File: src/rtl/uart_pkg.sv
// Shared UART definitions: transmit FSM state encoding, frame constants, parity helper.
// Imported by the transmit and receive stages so both sides agree on framing.
package uart_pkg;

    typedef enum logic [2:0] {
        IDLE   = 3'd0,
        START  = 3'd1,
        DATA   = 3'd2,
        PARITY = 3'd3,
        STOP   = 3'd4
    } uart_tx_state_t;

    localparam int UART_DATA_BITS            = 8;
    localparam int UART_DEFAULT_CLKS_PER_BIT = 5208;

    // Even parity: the bit that makes the total count of ones even.
    function automatic logic uart_even_parity(input logic [UART_DATA_BITS-1:0] b);
        return ^b;
    endfunction

endpackage

File: src/rtl/uart_tx_if.sv
// Byte handshake between a byte source and the UART transmitter.
// master = byte source, slave = uart_tx; transfer on tx_valid && tx_ready.
interface uart_tx_if;
    import uart_pkg::*;

    logic [UART_DATA_BITS-1:0] tx_data;
    logic                      tx_valid;
    logic                      tx_ready;

    modport master (
        output tx_data,
        output tx_valid,
        input  tx_ready
    );

    modport slave (
        input  tx_data,
        input  tx_valid,
        output tx_ready
    );

endinterface

File: src/rtl/uart_baud_gen.sv
// Bit-period timer: counts 0..CLKS_PER_BIT-1 and pulses tick on the last count.
// Latency: tick is combinational from the counter; clear holds the counter at zero.
// Backpressure: none; free-running whenever clear is low.
module uart_baud_gen
    import uart_pkg::*;
#(
    parameter int CLKS_PER_BIT = UART_DEFAULT_CLKS_PER_BIT
) (
    input  logic clk,
    input  logic rst_n,
    input  logic clear,
    output logic tick
);

    localparam int             CW   = (CLKS_PER_BIT > 1) ? $clog2(CLKS_PER_BIT) : 1;
    localparam logic [CW-1:0]  LAST = CW'(CLKS_PER_BIT - 1);

    logic [CW-1:0] cnt;

    // Wrapping on tick is what restarts the count at each new state.
    always_ff @(posedge clk or negedge rst_n) begin
        if (!rst_n) begin
            cnt <= '0;
        end else if (clear || tick) begin
            cnt <= '0;
        end else begin
            cnt <= cnt + CW'(1);
        end
    end

    assign tick = (cnt == LAST);

endmodule

File: src/rtl/uart_tx.sv
// 8N1 serial transmitter (8E1 when UART_TX_PARITY_EN is defined), LSB first on dcom.
// Latency: start bit appears on dcom one cycle after the accepting edge; frame = 10 (11) bit times.
// Backpressure: tx_ready is high only in IDLE; a held tx_valid waits until the frame completes.
module uart_tx
    import uart_pkg::*;
#(
    parameter int CLKS_PER_BIT = UART_DEFAULT_CLKS_PER_BIT
) (
    input  logic        clk,
    input  logic        rst_n,
    uart_tx_if.slave    tx,
    output logic        dcom,
    output logic        busy
);

    localparam logic [2:0] LAST_BIT = 3'(UART_DATA_BITS - 1);

    uart_tx_state_t            state;
    logic [UART_DATA_BITS-1:0] shift;
    logic [2:0]                bit_cnt;
    logic                      tx_ready_q;
    logic                      tick;
    logic                      baud_clear;
    logic                      accept;

    assign accept      = tx.tx_valid && tx_ready_q;
    assign tx.tx_ready = tx_ready_q;

    // Timer is parked at zero while idle so the start bit gets a full period.
    assign baud_clear = (state == IDLE);

    uart_baud_gen #(
        .CLKS_PER_BIT (CLKS_PER_BIT)
    ) u_baud (
        .clk   (clk),
        .rst_n (rst_n),
        .clear (baud_clear),
        .tick  (tick)
    );

`ifdef UART_TX_PARITY_EN
    logic par_bit;

    always_ff @(posedge clk or negedge rst_n) begin
        if (!rst_n) begin
            par_bit <= 1'b0;
        end else if (accept) begin
            par_bit <= uart_even_parity(tx.tx_data);
        end
    end
`endif

    always_ff @(posedge clk or negedge rst_n) begin
        if (!rst_n) begin
            state      <= IDLE;
            shift      <= '0;
            bit_cnt    <= '0;
            dcom       <= 1'b1;
            tx_ready_q <= 1'b1;
            busy       <= 1'b0;
        end else begin
            case (state)
                IDLE: begin
                    if (accept) begin
                        shift      <= tx.tx_data;
                        bit_cnt    <= '0;
                        dcom       <= 1'b0;
                        tx_ready_q <= 1'b0;
                        busy       <= 1'b1;
                        state      <= START;
                    end
                end

                START: begin
                    if (tick) begin
                        dcom  <= shift[0];
                        state <= DATA;
                    end
                end

                DATA: begin
                    if (tick) begin
                        if (bit_cnt == LAST_BIT) begin
                            bit_cnt <= '0;
`ifdef UART_TX_PARITY_EN
                            dcom    <= par_bit;
                            state   <= PARITY;
`else
                            dcom    <= 1'b1;
                            state   <= STOP;
`endif
                        end else begin
                            bit_cnt <= bit_cnt + 3'd1;
                            // dcom takes the next bit in the same edge the register shifts.
                            shift   <= {1'b0, shift[UART_DATA_BITS-1:1]};
                            dcom    <= shift[1];
                        end
                    end
                end

`ifdef UART_TX_PARITY_EN
                PARITY: begin
                    if (tick) begin
                        dcom  <= 1'b1;
                        state <= STOP;
                    end
                end
`endif

                STOP: begin
                    if (tick) begin
                        dcom       <= 1'b1;
                        tx_ready_q <= 1'b1;
                        busy       <= 1'b0;
                        state      <= IDLE;
                    end
                end

                default: begin
                    dcom       <= 1'b1;
                    tx_ready_q <= 1'b1;
                    busy       <= 1'b0;
                    bit_cnt    <= '0;
                    state      <= IDLE;
                end
            endcase
        end
    end

endmodule
File: src/flat_wrapper.sv
// flat-port wrapper written by rule: the top's interface ports become plain ports
module uart_tx_flat import uart_pkg::*;
#(
    parameter int CLKS_PER_BIT = UART_DEFAULT_CLKS_PER_BIT
)
  (clk, rst_n, dcom, busy, tx_tx_data, tx_tx_valid, tx_tx_ready);
  uart_tx_if tx_i ();
  input  logic clk;
  input  logic rst_n;
  output logic dcom;
  output logic busy;
  input wire logic [$bits(tx_i.tx_data)-1:0] tx_tx_data;
  input wire logic [$bits(tx_i.tx_valid)-1:0] tx_tx_valid;
  output wire logic [$bits(tx_i.tx_ready)-1:0] tx_tx_ready;
  assign tx_i.tx_data = tx_tx_data;
  assign tx_i.tx_valid = tx_tx_valid;
  assign tx_tx_ready = tx_i.tx_ready;
  uart_tx #(.CLKS_PER_BIT(CLKS_PER_BIT)) u_core (.clk(clk), .rst_n(rst_n), .tx(tx_i), .dcom(dcom), .busy(busy));
endmodule
File: config.mk
export PLATFORM = sky130hd
export DESIGN_NAME = uart_tx_flat
export DESIGN_NICKNAME = d
export VERILOG_FILES = /design/src/rtl/uart_pkg.sv /design/src/rtl/uart_tx_if.sv /design/src/rtl/uart_baud_gen.sv /design/src/rtl/uart_tx.sv /design/src/flat_wrapper.sv
export SDC_FILE = /design/constraint.sdc
export NUM_CORES = 1
export LEC_CHECK = 0
export CAP_MARGIN = 20
export CORE_ASPECT_RATIO = 1.4
export CORE_MARGIN = 3
export CORE_UTILIZATION = 57
export CTS_CLUSTER_DIAMETER = 200
export DETAILED_ROUTE_END_ITERATION = 6
export PLACE_DENSITY = 0.79
export SLEW_MARGIN = 20
export SYNTH_ARGS = -nofsm -noshare
export SYNTH_HDL_FRONTEND = slang
export SYNTH_HIERARCHICAL = 1
export SYNTH_SLANG_ARGS = --single-unit
File: constraint.sdc
create_clock -name clk -period 2.3 [get_ports clk]
set_input_delay 0.345 -clock clk [delete_from_list [all_inputs] [get_ports clk]]
set_output_delay 0.345 -clock clk [all_outputs]
set_load 0.005 [all_outputs]
==> run summary <==
status: completed
WL final: 3286 µm
register area share after synthesis: 45.47%
row count: 22
worst-path cell chain: nor4b_1, and4_1, buf_4, nand2_1, nor3_2, nor3b_1, a21o_1
Final nets: 190
largest cells by area after synthesis: dfrtp_1 42%, a21oi_1 4.2%, mux2i_1 4.2%
fin worst setup slack: 0.3145 ns
Async SR Flop Fraction: 100.0%
worst endpoint required time: 2.57 ns
Synth top area share: 42.30%
first-pass GRT wire length: 5830 µm
average vias per placed instance: 6.094
clk sinks: 30
share of cells above drive strength 1: 19.89%
relative slew slack: 70.89%
crit path max fanout: 12
TritonRoute pass-1 iters: 4
max frequency: 0.5037 GHz
Synth top cells by count: 28 x dfrtp_1, 14 x a21oi_1, 12 x nor2_1, 7 x mux2i_1
Pwr Total: 1.015 mW
DRT iter0 DRCs: 37
clock buffer count from CTS: 5
ys flop type: dfrtp_1
starting density of the core: 61.41%
multiplexer area fraction after synthesis: 4.909%
cell with the most instances after synthesis: dfrtp_1
DR WL/cell: 15.50 µm
CTS HTree Levels: 2
Synth Cell Area: 1657 µm²
vias in the first global route: 1312
clock slew at reported path FFs: 0.10 ns
initial antenna violation count: 0
Post-synth EDFFs: 0
largest family of logic cells by synthesized area: simple AND/OR/NAND/NOR gates
port bufs: 13
Die X: 51.56 µm
Final Hold Fails: 0
fin cells: 212
CP max stage cell: dfrtp_1
Crit Path Category: flip-flop to flip-flop
VDD IR max: 0.0006577 V
post-synth top area cell: dfrtp_1
switching part of the total: 20.08%
# resized after CTS: 0
GRT Total Usage: 21.49%
largest net degree at the start of global routing: 31
Power Dens Cells: 531.1 nW/µm²
clock skew: 0.01200 ns
period utilization: 86.32%
Core ar.: 2698 µm²
Distinct cells, synth: 51
Arr. time, crit path: 2.25 ns
NetSw: 0.2037 mW
CTS tree: done
root buf cell: clkbuf_4
CTS Buffer Depth: 2
RSZ-0062 raised after global routing: false
leakage: 0.8273 nW
Yosys Warn Count: 6
Die Area: 3598 µm²
Synth Area in Adders: 2.266%
crit path time final: 1.985 ns
Synth Area in XOR/XNOR: 2.115%
n_diodes: 0
aggregate global routing overflow: 0
Placed Cells: 205
Chip Height: 69.79 µm
synthesized net count: 172
area grow syn2layout: 15.33%
sequential power share: 53.0%
reg2reg start: u_core/u_baud/cnt[7]
# setup viols final: 0
io pins: 14
cts hold-fix bufs: 0
Synth Area in Compound Gates: 19.18%
Critical Path Start: u_core/u_baud/cnt[7]
DRC: 0
critical path startpoint category: flip-flop
Comb power frac: 4.3%
Setup WS pre-CTS: 0.3453 ns
Simple-Gate Fraction of Synth Area: 21.07%
GPL Wtd Cong: 0.8547
Setup TNS: 0 ns
worst min-delay path class: input port to asynchronous set/reset pin
Max-Cap Viols: 0
Fill cells: 223
clock power share: 42.7%
final HPWL from detailed placement: 2308 µm
element type at the critical path end: flip-flop
worst skew pair latency: 0.33 ns
flops & latches, synth: 30
Tightest Pin Transition: 0.4366 ns
DRT antenna net count: 0
via count: 1292
post-CTS setup buffers: 0
synthesized area per cell: 10.48 µm²
Final Max Tran Viols: 0
Internal Power: 0.8111 mW
Syn Inst Count: 158
Critical Path Max Stage Delay: 0.45 ns
-- stage by stage --
step	instance area, µm²	hold slack [ns]	util (%)
floorplan	1657	0.04941	-
CTS	1911	0.3571	70.83
finish	1911	0.3625	70.83
detailed placement	1829	0.4835	67.81
global placement	1829	0.4659	67.81
global route	1911	0.3597	70.83
-- area by class of cell --
cell class / count / area (µm²) / share of cell area (%)
Timing Repair Buffer: 20 / 195.2 / 10.22
Sequential cell: 30 / 753.2 / 39.42
Clock inverter: 1 / 30.03 / 1.572
Inverter: 4 / 15.01 / 0.7859
Clock buffer: 6 / 51.30 / 2.685
Tap cell: 36 / 45.04 / 2.358
Multi-Input combinational cell: 115 / 820.8 / 42.96
-- worst max-delay path: cells and delay by family, from the launching register on --
| kind | cells | cell delay, ns |
|---|---|---|
| flops | 1 | 0.45 |
| buf+inv | 1 | 0.20 |
| simple gates | 5 | 1.17 |
| compound gates | 1 | 0.10 |
-- metal layers --
layer / wire length [µm] / track usage, % / part of all wire [%] / vias to the layer above
li1: - / - / - / 625
met1: 1358 / 23.80 / 41 / 639
met2: 1722 / 35.27 / 52 / 22
met3: 141 / 7.957 / 4.3 / 6
met4: 64 / 10.50 / 1.9 / 0
met5: 0 / 0 / 0 / -
-- final timing paths --
kind / slack (ns) / to / cells past startpoint
min in group clk: 0.50 / u_core/u_baud/cnt[0] / 1
worst max-delay path: 0.31 / u_core/bit_cnt[0] / 7
worst min register to register: 0.50 / u_core/u_baud/cnt[0] / 1
worst min-delay path: 0.36 / u_core/shift[4] / 2
max in group asynchronous: 1.70 / u_core/tx.tx_ready / 2
worst max register to register: 0.31 / u_core/bit_cnt[0] / 7
-- cells in the final DEF, fill, tap and decap left out, drive strengths merged, types with 3 or more instances in the layout --
master / count
a211oi: 4
a21oi: 19
buf: 7
clkbuf: 6
clkdlybuf4s50: 13
dfrtp: 28
ha: 3
inv: 4
mux2i: 7
nand2: 6
nand3: 5
nand4: 4
nor2: 15
nor3: 4
o21ai: 8
o31ai: 4
or3: 5
or4: 4
-- flip-flops by register name, indices dropped and copies added, names as in the netlist --
name / cells
u_core/tx.tx_ready: 1
u_core/state: 3
u_core/dcom: 1
u_core/u_baud/cnt: 13
u_core/shift: 8
u_core/busy: 1
u_core/bit_cnt: 3
-- kinds of logic after synthesis --
family	count (synthesis)
flip-flops	30
XOR/XNOR	4
adder cells (fa/ha/maj)	3
buffers and inverters	13
AO/OA/AOI/OAI	46
AND/OR/NAND/NOR	54
multiplexers	8
-- power by group through the flow --
stage | registers [mW] | clock network [mW] | logic (mW)
floorplan | 0.547 | 0 | 0.0109
global placement | 0.547 | 0 | 0.0437
detailed placement | 0.548 | 0 | 0.0453
CTS | 0.538 | 0.449 | 0.0455
global route | 0.538 | 0.467 | 0.0498
finish | 0.538 | 0.433 | 0.0441
Power figures use the tool's default switching activity.
